<file path="config.mk">
export PLATFORM = sky130hd
export DESIGN_NAME = shift_in
export DESIGN_NICKNAME = d
export VERILOG_FILES = /design/src/rtl/shift_in.sv
export SDC_FILE = /design/constraint.sdc
export NUM_CORES = 1
export LEC_CHECK = 0
export BUFFER_PORTS_ARGS = -buffer_cell sky130_fd_sc_hd__buf_2
export CAP_MARGIN = 20
export CORE_MARGIN = 10
export CORE_UTILIZATION = 50
export DETAILED_ROUTE_END_ITERATION = 8
export PLACE_DENSITY = 0.7
export SYNTH_ARGS = -nofsm -noshare
export SYNTH_HDL_FRONTEND = slang
export SYNTH_SLANG_ARGS = --single-unit
</file>
<file path="constraint.sdc">
create_clock -name ICE_CLK -period 2 [get_ports ICE_CLK]
set_input_delay 0.3 -clock ICE_CLK [delete_from_list [all_inputs] [get_ports ICE_CLK]]
set_output_delay 0.3 -clock ICE_CLK [all_outputs]
set_load 0.005 [all_outputs]
</file>
<file path="src/rtl/shift_in.sv">
// Serial-to-parallel receiver: synchronizes an external shift clock, data and latch
// into ICE_CLK, assembles MSB-first frames and reports complete, short and long frames.
module shift_in #(
  parameter int DATA_WIDTH  = 8,
  parameter int SYNC_STAGES = 2
) (
  input  logic                  ICE_CLK,
  input  logic                  RST_N,
  input  logic                  SHIFT_CLOCK,
  input  logic                  SHIFT_DATA,
  input  logic                  SHIFT_LATCH,
  output logic [DATA_WIDTH-1:0] data_out,
  output logic                  data_valid,
  output logic                  frame_error,
  output logic                  overrun,
  output logic                  busy
);

  localparam int CNT_W   = $clog2(DATA_WIDTH + 2);
  localparam int START_W = 3;

  typedef enum logic [1:0] {
    IDLE  = 2'd0,
    SHIFT = 2'd1,
    FULL  = 2'd2,
    OVER  = 2'd3
  } state_t;

  logic [SYNC_STAGES-1:0] clk_sync_r;
  logic [SYNC_STAGES-1:0] data_sync_r;
  logic [SYNC_STAGES-1:0] latch_sync_r;
  logic                   clk_prev_r;
  logic                   latch_prev_r;
  logic [START_W-1:0]     start_cnt_r;

  state_t                 state_r;
  logic [CNT_W-1:0]       count_r;
  logic [DATA_WIDTH-1:0]  shreg_r;

  logic                   edge_en_s;
  logic                   clk_rise_s;
  logic                   latch_rise_s;
  logic                   data_bit_s;

  state_t                 state_nxt_s;
  logic [CNT_W-1:0]       count_nxt_s;
  logic [DATA_WIDTH-1:0]  shreg_nxt_s;
  logic [DATA_WIDTH-1:0]  dout_nxt_s;
  logic                   valid_nxt_s;
  logic                   err_nxt_s;
  logic                   ovr_nxt_s;

  // Input synchronizers plus previous-value registers for edge detection
  always_ff @(posedge ICE_CLK or negedge RST_N) begin
    if (!RST_N) begin
      clk_sync_r   <= '0;
      data_sync_r  <= '0;
      latch_sync_r <= '0;
      clk_prev_r   <= 1'b0;
      latch_prev_r <= 1'b0;
    end else begin
      clk_sync_r   <= {clk_sync_r[SYNC_STAGES-2:0], SHIFT_CLOCK};
      data_sync_r  <= {data_sync_r[SYNC_STAGES-2:0], SHIFT_DATA};
      latch_sync_r <= {latch_sync_r[SYNC_STAGES-2:0], SHIFT_LATCH};
      clk_prev_r   <= clk_sync_r[SYNC_STAGES-1];
      latch_prev_r <= latch_sync_r[SYNC_STAGES-1];
    end
  end

  // Startup window: edges are ignored until the synchronizers and previous-value
  // registers have both filled, so inputs idling high at release look level
  always_ff @(posedge ICE_CLK or negedge RST_N) begin
    if (!RST_N) begin
      start_cnt_r <= '0;
    end else if (start_cnt_r != START_W'(SYNC_STAGES + 1)) begin
      start_cnt_r <= start_cnt_r + 3'd1;
    end else begin
      start_cnt_r <= start_cnt_r;
    end
  end

  assign edge_en_s    = (start_cnt_r == START_W'(SYNC_STAGES + 1));
  assign clk_rise_s   = edge_en_s & clk_sync_r[SYNC_STAGES-1] & ~clk_prev_r;
  assign latch_rise_s = edge_en_s & latch_sync_r[SYNC_STAGES-1] & ~latch_prev_r;
  assign data_bit_s   = data_sync_r[SYNC_STAGES-1];

  // Next-state logic: a coincident clock edge is applied first, then the latch
  // is judged on the updated state
  always_comb begin
    state_nxt_s = state_r;
    count_nxt_s = count_r;
    shreg_nxt_s = shreg_r;
    dout_nxt_s  = data_out;
    valid_nxt_s = 1'b0;
    err_nxt_s   = 1'b0;
    ovr_nxt_s   = 1'b0;

    if (clk_rise_s) begin
      shreg_nxt_s = {shreg_r[DATA_WIDTH-2:0], data_bit_s};
      if (count_r != CNT_W'(DATA_WIDTH + 1)) begin
        count_nxt_s = count_r + CNT_W'(1);
      end else begin
        count_nxt_s = count_r;
      end
      case (state_r)
        IDLE:    state_nxt_s = SHIFT;
        SHIFT: begin
          if (count_nxt_s == CNT_W'(DATA_WIDTH)) begin
            state_nxt_s = FULL;
          end else begin
            state_nxt_s = SHIFT;
          end
        end
        FULL:    state_nxt_s = OVER;
        OVER:    state_nxt_s = OVER;
        default: state_nxt_s = IDLE;
      endcase
    end else begin
      state_nxt_s = state_r;
    end

    if (latch_rise_s) begin
      case (state_nxt_s)
        IDLE: begin
          state_nxt_s = IDLE;
        end
        SHIFT: begin
          err_nxt_s   = 1'b1;
          state_nxt_s = IDLE;
          count_nxt_s = '0;
          shreg_nxt_s = '0;
        end
        FULL: begin
          dout_nxt_s  = shreg_nxt_s;
          valid_nxt_s = 1'b1;
          state_nxt_s = IDLE;
          count_nxt_s = '0;
          shreg_nxt_s = '0;
        end
        OVER: begin
          dout_nxt_s  = shreg_nxt_s;
          valid_nxt_s = 1'b1;
          ovr_nxt_s   = 1'b1;
          state_nxt_s = IDLE;
          count_nxt_s = '0;
          shreg_nxt_s = '0;
        end
        default: begin
          state_nxt_s = IDLE;
          count_nxt_s = '0;
          shreg_nxt_s = '0;
        end
      endcase
    end else begin
      dout_nxt_s = dout_nxt_s;
    end
  end

  // Frame state and registered outputs
  always_ff @(posedge ICE_CLK or negedge RST_N) begin
    if (!RST_N) begin
      state_r     <= IDLE;
      count_r     <= '0;
      shreg_r     <= '0;
      data_out    <= '0;
      data_valid  <= 1'b0;
      frame_error <= 1'b0;
      overrun     <= 1'b0;
      busy        <= 1'b0;
    end else begin
      state_r     <= state_nxt_s;
      count_r     <= count_nxt_s;
      shreg_r     <= shreg_nxt_s;
      data_out    <= dout_nxt_s;
      data_valid  <= valid_nxt_s;
      frame_error <= err_nxt_s;
      overrun     <= ovr_nxt_s;
      busy        <= (state_nxt_s != IDLE);
    end
  end

endmodule

</file>
==> results.py, run 1 <==
metrics = {
    "outcome": {
        "status": "completed",
    },
    "pwr": {
        "leakage_nw": 0.859,
        "peakVddDrop_mv": 0.430,
        "total_power_mw": 1.58,
        "cellPowerDensity_nw_per_um2": 898,
    },
    "place": {
        "dp_slack_ns": 0.0594,
        "placed_cells": 182,
        "hpwlAfterDp_um": 1870,
        "io_buffers": 16,
        "gp_congestion": 0.804,
        "placed_area_um2": 1670,
    },
    "timing": {
        "period_share": 0.926,
        "rsz0062_at_grt": "no",
        "max_freq_ghz": 0.540,
        "hold_viol": 0,
        "setup_viol_count_final": 0,
        "slew_violations": 0,
        "max_slew_margin": 0.477,
        "fin_tns_setup_ns": 0,
        "worst_pin_slew_ns": 0.785,
        "clock_skew_ns": 0.00943,
        "setup_ws_ns": 0.148,
        "finalCriticalPeriod_ns": 1.85,
    },
    "synthesis": {
        "synth_top_area_frac": 0.593,
        "synthDistinctLibCells": 34,
        "yosysTopAreaCell": "dfrtp_1",
        "synth_area_leaders": "dfrtp_1 59%, mux2i_1 5.1%, o22a_1 4.5%",
        "synthCells": 127,
        "syn-num-nets": 136,
        "ys_ff_latch": 37,
        "ys_async_sr_fraction": 1.00,
        "yosysWarnings": 0,
        "synth_flop_cell": "dfrtp_1",
        "seq_area_frac_synth": 0.593,
        "syn_avg_cell_area_um2": 12.3,
        "synth_enable_flop_cells": 0,
        "mappedNetlistArea_um2": 1560,
    },
    "detailed_routing": {
        "viasPerCell": 5.31,
        "drcViolationCount": 0,
        "num_vias": 1024,
        "drtIter0Drc": 98,
        "drt-total-wl_um": 2770,
        "routedWlPerCell_um": 14.4,
        "ant_nets": 0,
        "drt_pass1_iterations": 4,
    },
    "clocking": {
        "clk_pin_slew_ns": 0.10,
        "clk_latency_ns": 0.33,
        "clkSinkCount": 37,
        "clk_path_buf_depth": 2,
        "numCtsBuffers": 5,
        "cts_tree": "yes",
        "htreeDepth": 2,
        "cts-root-buf": "clkbuf_4",
    },
    "layout": {
        "fillers": 259,
        "stdcell_count": 193,
        "layout.nets": 158,
        "syn2layout_area_growth_pct": 12.9,
        "antenna_cells": 0,
        "drive_above_1_share": 0.248,
        "final_area_um2": 1760,
    },
    "worst_setup_path": {
        "critPathMaxFanout": 6,
        "r2r_slack_ns": 0.15,
        "cp-end-kind": "flop",
        "crit_arrival_ns": 2.12,
        "worst_ep_required_time_ns": 2.27,
        "worstSetupPathType": "reg2reg",
        "critPathLaunchType": "flop",
    },
    "die": {
        "die_y_um": 75.9,
        "die-width_um": 75.9,
        "initial_core_util": 0.516,
        "fp.coreArea_um2": 3030,
        "rows": 20,
        "die_area_um2": 5760,
        "io_pins": 17,
    },
    "global_routing": {
        "grt_pass1_wl_um": 4740,
        "grt_overflow": 0,
        "grt_pass1_vias": 1066,
        "grt_max_degree": 38,
        "grt_usage": 0.108,
        "antenna_found_initial": 0,
    },
    "job": {
        "cap_violations": 0,
    },
    "worst_hold_path": {
        "hp-class": "in2async",
    },
}
-- metrics by stage --
| stage | hold slack (ns) | util |
|---|---|---|
| finish | 0.0425 | 0.582 |
| global route | 0.0422 | 0.582 |
| CTS | 0.0498 | 0.569 |
| detailed placement | 0.335 | 0.552 |
| global placement | 0.333 | 0.552 |
| floorplan | 0.00441 | - |
-- power breakdown --
| group | leakage, nW | total [mW] | internal [mW] | switching, mW |
|---|---|---|---|---|
| registers | 0.476 | 0.933 | 0.835 | 0.0985 |
| logic | 0.355 | 0.290 | 0.135 | 0.155 |
| clock network | 0.0283 | 0.360 | 0.134 | 0.227 |
| total | 0.859 | 1.58 | 1.10 | 0.480 |
-- flip-flops by register name, summed over array words and instances, names as in the netlist, 2 cells and up --
register and flops:
clk_sync_r 2, count_r 4, data_out 8, data_sync_r 2
latch_sync_r 2, shreg_r 8, start_cnt_r 3, state_r 2
-- metal layers --
metal / part of all wire / vias up / GRT usage
li1: - / 484 / -
met1: 0.45 / 499 / 0.130
met2: 0.47 / 36 / 0.168
met3: 0.073 / 5 / 0.0456
met4: 0.0076 / 0 / 0.0433
met5: 0 / - / 0
-- path summary, 6_finish.rpt --
kind                       cells after the start                        end                  startpoint
max in group asynchronous                      1       count_r[1]$_DFF_PN0_                       RST_N
min reg2reg                                    0   data_sync_r[1]$_DFF_PN0_    data_sync_r[0]$_DFF_PN0_
max                                            6    data_out[0]$_DFFE_PN0P_  start_cnt_r[0]$_DFFE_PN0P_
min in group ICE_CLK                           1    clk_sync_r[0]$_DFF_PN0_                 SHIFT_CLOCK
max reg2reg                                    6    data_out[0]$_DFFE_PN0P_  start_cnt_r[0]$_DFFE_PN0P_
min                                            1  latch_sync_r[1]$_DFF_PN0_                       RST_N
-- logic make-up after synthesis --
kind of cell             share of synthesized area
AND/OR/NAND/NOR                              0.131
buffers and inverters                       0.0401
XOR/XNOR                                    0.0168
AO/OA/AOI/OAI                                0.129
multiplexers                                0.0585
flip-flops                                   0.593
adder cells (fa/ha/maj)                     0.0321
-- worst max-delay path, stage by stage (launching register included) --
cell,delay [ns]
dfrtp_1,0.38
ha_1,0.15
ha_1,0.22
and4b_2,0.40
o2111ai_4,0.20
a21oi_4,0.28
o22a_1,0.17
-- cells in the mapped netlist, types with 3 or more instances --
library cell	n
nand2_1	11
buf_2	4
ha_1	4
and3b_1	3
inv_1	4
o22a_1	8
nor2_1	17
mux2i_1	8
dfrtp_1	37
-- cell usage in the layout (no fill, tap or decap), types with 3 or more instances in the layout --
master / netlist / layout
o22a_1: 8 / 8
nand2_1: 11 / 11
mux2i_1: 8 / 8
dfrtp_1: 37 / 37
inv_1: 4 / 4
buf_4: 1 / 6
and3b_1: 3 / 3
buf_2: 4 / 16
nor2_1: 17 / 16
clkbuf_4: 0 / 5
ha_1: 4 / 4
-- repair_timing --
action                     4_1_cts  5_1_grt
setup endpoints to repair        0       20
hold buffers                     0        0
buffers inserted                 0        3
gates resized for setup          0        3
-- cell type report --
cell class,instances,area [µm²],area share
flip-flops and latches,37,926,0.525
multi-input cells,79,592,0.336
repair buffers,22,125,0.0710
well taps,44,55.1,0.0312
clock buffers,6,41.3,0.0234
inverters,4,15.0,0.00852
clock inverters,1,8.76,0.00497
Note: power is estimated with default switching activity, not from simulation.
==> run 2, diff against run 1 <==
CORE_MARGIN = not set   (was 10)
==> run 2 against run 1 <==
Clock power up 25%. Worst hold slack worse by 0.0038 ns. Sequential power about the same. Sequential share of layout area up 0.49 points. Setup slack better by 0.0025 ns. Core utilization up 3.0 points. Maximum frequency up 0.13%. Die area down 42%. Cell count down 7.8%. Routed wire length down 6.5%.
==> results.py, run 2 (same netlist as run 1, synthesis figures left out) <==
metrics = {
    "clocking": {
        "cts_tree": "yes",
        "clk_pin_slew_ns": 0.11,
        "clk_path_buf_depth": 2,
        "clkSinkCount": 37,
        "numCtsBuffers": 5,
        "cts-root-buf": "clkbuf_4",
        "clk_latency_ns": 0.34,
        "htreeDepth": 2,
    },
    "timing": {
        "rsz0062_at_grt": "no",
        "finalCriticalPeriod_ns": 1.85,
        "slew_violations": 0,
        "hold_viol": 0,
        "fin_tns_setup_ns": 0,
        "worst_pin_slew_ns": 0.804,
        "setup_viol_count_final": 0,
        "period_share": 0.925,
        "max_slew_margin": 0.464,
        "clock_skew_ns": 0.00821,
        "max_freq_ghz": 0.541,
    },
    "detailed_routing": {
        "drt-total-wl_um": 2590,
        "drt_pass1_iterations": 4,
        "ant_nets": 0,
        "routedWlPerCell_um": 14.6,
        "viasPerCell": 5.51,
        "num_vias": 981,
        "drtIter0Drc": 17,
        "drcViolationCount": 0,
    },
    "layout": {
        "antenna_cells": 0,
        "drive_above_1_share": 0.245,
        "final_common_cell": "dfrtp_1",
        "fin_util": 0.612,
        "fillers": 236,
        "final_cell_mix": "37 x dfrtp_1, 16 x nor2_1, 16 x buf_2",
        "reg_top3": "data_out: 8 flops, shreg_r: 8 flops, count_r: 4 flops",
        "syn2layout_area_growth_pct": 11.9,
        "layout.nets": 155,
    },
    "worst_setup_path": {
        "worst_ep_required_time_ns": 2.25,
        "cpMostUsedCell": "ha_1",
        "critPathMaxFanout": 10,
        "crit_buf_inv": 0,
        "worstSetupPathType": "reg2reg",
        "slowest_stage": "dfrtp_1",
        "critPathTopFamily": "simple AND/OR/NAND/NOR gates",
        "rr_worst_depth": 5,
        "critPathLaunchType": "flop",
        "cp_slowest_stage_delay_ns": 0.41,
        "crit_arrival_ns": 2.10,
        "regToRegEndpoint": "frame_error$_DFF_PN0_",
        "cp_num_cells": 5,
        "regToRegStartpoint": "start_cnt_r[0]$_DFFE_PN0P_",
        "r2r_slack_ns": 0.15,
        "cp-end-kind": "flop",
        "crit_path_end": "frame_error$_DFF_PN0_",
        "path_cells": "ha_1 > ha_1 > and4b_2 > a31oi_4 > nor3b_1",
        "cp-startpoint": "start_cnt_r[0]$_DFFE_PN0P_",
    },
    "pwr": {
        "peakVddDrop_mv": 0.648,
        "cellPowerDensity_nw_per_um2": 953,
        "leakage_nw": 0.863,
    },
    "outcome": {
        "status": "completed",
    },
    "worst_hold_path": {
        "hp-class": "in2async",
    },
    "global_routing": {
        "grt_pass1_wl_um": 4490,
        "grt_pass1_vias": 1030,
        "grt_max_degree": 38,
        "grt_overflow": 0,
        "antenna_found_initial": 0,
        "grt_usage": 0.186,
    },
    "job": {
        "cap_violations": 0,
    },
    "die": {
        "die_y_um": 57.9,
        "fp.coreArea_um2": 2850,
        "io_pins": 17,
        "die-width_um": 57.9,
        "die_area_um2": 3350,
        "initial_core_util": 0.547,
        "rows": 19,
    },
    "place": {
        "gp_congestion": 0.707,
        "hpwlAfterDp_um": 1710,
        "io_buffers": 16,
    },
}
==> run 2: changes by cell type in the layout (fill, tap and decap cells not counted) <==
| cell | delta |
|---|---|
| a21oi_2 | -1 |
| clkbuf_1 | -1 |
| clkinv_4 | -1 |
| inv_6 | +1 |
| clkbuf_8 | +2 |
| buf_4 | -2 |
==> run 2: cell type report <==
type | instances | area (µm²) | share of cell area
flip-flops and latches | 37 | 926 | 0.530
inverters | 4 | 15.0 | 0.00860
well taps | 31 | 38.8 | 0.0222
clock buffers | 7 | 65.1 | 0.0372
multi-input cells | 78 | 583 | 0.334
repair buffers | 20 | 110 | 0.0630
clock inverters | 1 | 8.76 | 0.00501
==> run 2: per-stage QoR <==
stage          cell area (µm²)  hold WS (ns)  setup WS (ns)  total power [mW]  instances
2_1_floorplan             1560       0.00441          0.235              1.14        127
3_3_place_gp              1660         0.333          0.156              1.21        169
3_5_place_dp              1660         0.339          0.106              1.22        169
4_1_cts                   1730        0.0447         0.0685              1.68        177
5_1_grt                   1750        0.0296         0.0103              1.77        178
6_report                  1750        0.0386          0.151              1.67        178
==> run 2: metal layers <==
layer,GRT usage,part of all wire,vias to the layer above
met5,0,0,-
met4,0.126,0.031,0
met3,0.0625,0.053,8
met2,0.273,0.46,25
met1,0.234,0.45,468
li1,-,-,480
==> run 2: report_power, final <==
part | internal, mW | total [mW] | switching (mW) | leakage, nW
sequential | 0.835 | 0.933 | 0.0980 | 0.476
combinational | 0.134 | 0.283 | 0.149 | 0.345
clock | 0.210 | 0.449 | 0.239 | 0.0419
==> run 2: worst register-to-register path: stages (launching register included) <==
cell and delay [ns]:
dfrtp_1 0.41, ha_1 0.21, ha_1 0.22, and4b_2 0.30, a31oi_4 0.36, nor3b_1 0.26
==> run 2: repair_timing <==
item | CTS | global route
endpoints found under the setup margin | 0 | 21
buffers inserted | 0 | 1
hold buffers | 0 | 0
resized for setup | 0 | 3
endpoints found under the hold margin | 0 | 0
==> run 2: worst min-delay path by stage <==
stage                     cells past startpoint                        end  slack [ns]               startpoint
after floorplan                               0             busy$_DFF_PN0_       0.004                    RST_N
after global placement                        0    clk_sync_r[1]$_DFF_PN0_        0.33  clk_sync_r[0]$_DFF_PN0_
after detailed placement                      0    clk_sync_r[1]$_DFF_PN0_        0.34  clk_sync_r[0]$_DFF_PN0_
after CTS                                     1  latch_sync_r[0]$_DFF_PN0_        0.04              SHIFT_LATCH
after global routing                          1    clk_sync_r[0]$_DFF_PN0_        0.03              SHIFT_CLOCK
final                                         1             busy$_DFF_PN0_        0.04                    RST_N
==> run 3, diff against run 2 <==
CORE_ASPECT_RATIO = 1.1   (was not set)
==> run 3 against run 2 <==
Combinational power about the same. Setup slack worse by 0.022 ns. Register-to-register slack worse by 0.02 ns. Global-route usage down 0.53 points. Core utilization up 0.55 points. Highest routed layer unchanged.
==> results.py, run 3 (same netlist as run 1, synthesis figures left out) <==
metrics = {
    "outcome": {
        "status": "completed",
    },
    "die": {
        "rows": 20,
        "die_area_um2": 3350,
        "initial_core_util": 0.543,
        "fp.coreArea_um2": 2880,
        "io_pins": 17,
        "die-width_um": 55.3,
        "die_y_um": 60.6,
    },
    "layout": {
        "syn2layout_area_growth_pct": 13.9,
        "layout.nets": 155,
        "antenna_cells": 0,
        "reg_top3": "data_out: 8 flops, shreg_r: 8 flops, count_r: 4 flops",
        "final_cell_mix": "37 x dfrtp_1, 16 x nor2_1, 16 x buf_2",
        "final_common_cell": "dfrtp_1",
        "fin_util": 0.618,
        "drive_above_1_share": 0.245,
        "stdcell_count": 180,
        "fillers": 234,
    },
    "detailed_routing": {
        "ant_nets": 0,
        "met1Wirelength_um": 1210,
        "wl_met2_um": 1290,
        "drtIter0Drc": 20,
        "drcViolationCount": 0,
        "viasPerCell": 5.50,
        "route.top_layer_used": "met4",
        "num_vias": 990,
        "dr_wl_met3_um": 114,
        "drt_pass1_iterations": 4,
        "drt-total-wl_um": 2650,
        "routedWlPerCell_um": 14.7,
    },
    "timing": {
        "max_freq_ghz": 0.534,
        "hold_viol": 0,
        "setup_viol_count_final": 0,
        "period_share": 0.936,
        "finalCriticalPeriod_ns": 1.87,
        "max_slew_margin": 0.484,
        "setup_ws_ns": 0.129,
        "slew_violations": 0,
        "worst_pin_slew_ns": 0.773,
        "clock_skew_ns": 0.00570,
        "fin_tns_setup_ns": 0,
    },
    "place": {
        "io_buffers": 16,
        "hpwlAfterDp_um": 1770,
        "placed_cells": 172,
        "gp_congestion": 0.761,
        "dp_slack_ns": 0.0394,
    },
    "clocking": {
        "clkSinkCount": 37,
        "numCtsBuffers": 5,
        "clk_pin_slew_ns": 0.11,
        "cts_tree": "yes",
        "htreeDepth": 2,
        "cts-root-buf": "clkbuf_4",
        "ctsHoldBuffers": 0,
        "clk_latency_ns": 0.34,
        "clk_path_buf_depth": 2,
    },
    "pwr": {
        "pwr-share-seq": 0.505,
        "peakVddDrop_mv": 0.777,
        "p_int_mw": 1.35,
        "swShare": 0.269,
        "total_power_mw": 1.85,
        "clkPwrFrac": 0.342,
        "combPwrFrac": 0.153,
        "leakage_nw": 0.876,
        "cellPowerDensity_nw_per_um2": 1040,
        "switching_power_mw": 0.498,
    },
    "worst_hold_path": {
        "hp-class": "in2async",
    },
    "worst_setup_path": {
        "worstSetupPathType": "reg2reg",
        "r2r_slack_ns": 0.13,
        "cp-startpoint": "start_cnt_r[0]$_DFFE_PN0P_",
        "cp-end-kind": "flop",
        "crit_path_end": "data_out[1]$_DFFE_PN0P_",
        "critPathLaunchType": "flop",
        "critPathMaxFanout": 7,
        "regToRegEndpoint": "data_out[1]$_DFFE_PN0P_",
        "crit_arrival_ns": 2.10,
        "worst_ep_required_time_ns": 2.23,
        "rr_worst_depth": 6,
        "regToRegStartpoint": "start_cnt_r[0]$_DFFE_PN0P_",
    },
    "global_routing": {
        "grt_pass1_vias": 987,
        "grt_max_degree": 38,
        "grt_pass1_wl_um": 4410,
        "antenna_found_initial": 0,
        "grt_overflow": 0,
        "grt_usage": 0.181,
    },
    "job": {
        "cap_violations": 0,
    },
}
[run 3: cell types whose count changed in the layout (fill, tap and decap cells not counted), sizes merged]
cell,delta
bufinv,+2
inv,-1
clkbuf,-2
clkinv,+1
[run 3: stage by stage]
| step | hold slack [ns] | instance area (µm²) |
|---|---|---|
| detailed placement | 0.336 | 1670 |
| floorplan | 0.00441 | 1560 |
| CTS | 0.0341 | 1770 |
| finish | 0.0264 | 1780 |
| global route | 0.0208 | 1780 |
| global placement | 0.334 | 1670 |
[run 3: how the worst min path moves through the flow]
stage / to / cells after the start
global route: data_sync_r[0]$_DFF_PN0_ / 1
CTS: data_sync_r[0]$_DFF_PN0_ / 1
finish: overrun$_DFF_PN0_ / 1
detailed placement: clk_sync_r[1]$_DFF_PN0_ / 0
global placement: latch_sync_r[1]$_DFF_PN0_ / 0
floorplan: busy$_DFF_PN0_ / 0
[run 3: critical path, cell delays in order, from the launching register on]
cell and delay [ns]:
dfrtp_1 0.41, ha_1 0.20, ha_1 0.21, nand3b_1 0.39, mux2i_1 0.28, nand2_1 0.08, o22a_1 0.20
[run 3: routing by layer]
| metal | global-route usage | vias to the layer above |
|---|---|---|
| li1 | - | 478 |
| met1 | 0.210 | 485 |
| met2 | 0.298 | 21 |
| met3 | 0.0704 | 6 |
| met4 | 0.0929 | 0 |
| met5 | 0 | - |
[run 3: final cells by class]
cell class,count,area (µm²),share of cell area
timing repair buffer,20,110,0.0619
clock buffer,5,37.5,0.0211
clock inverter,3,65.1,0.0366
multi-input combinational,78,583,0.328
tap,33,41.3,0.0232
sequential,37,926,0.521
inverter,4,15.0,0.00844
[run 3: repair_timing]
action                     4_1_cts  5_1_grt
setup endpoints to repair        0       13
gates resized for setup          0        3
setup buffers                    0        0
[run 3: power groups by stage]
| stage | sequential, mW | clock [mW] | combinational [mW] |
|---|---|---|---|
| 5_1_grt | 0.954 | 0.683 | 0.325 |
| 3_5_place_dp | 0.951 | 0 | 0.275 |
| 2_1_floorplan | 0.908 | 0 | 0.228 |
| 3_3_place_gp | 0.942 | 0 | 0.268 |
| 4_1_cts | 0.936 | 0.650 | 0.277 |
| 6_report | 0.936 | 0.633 | 0.283 |
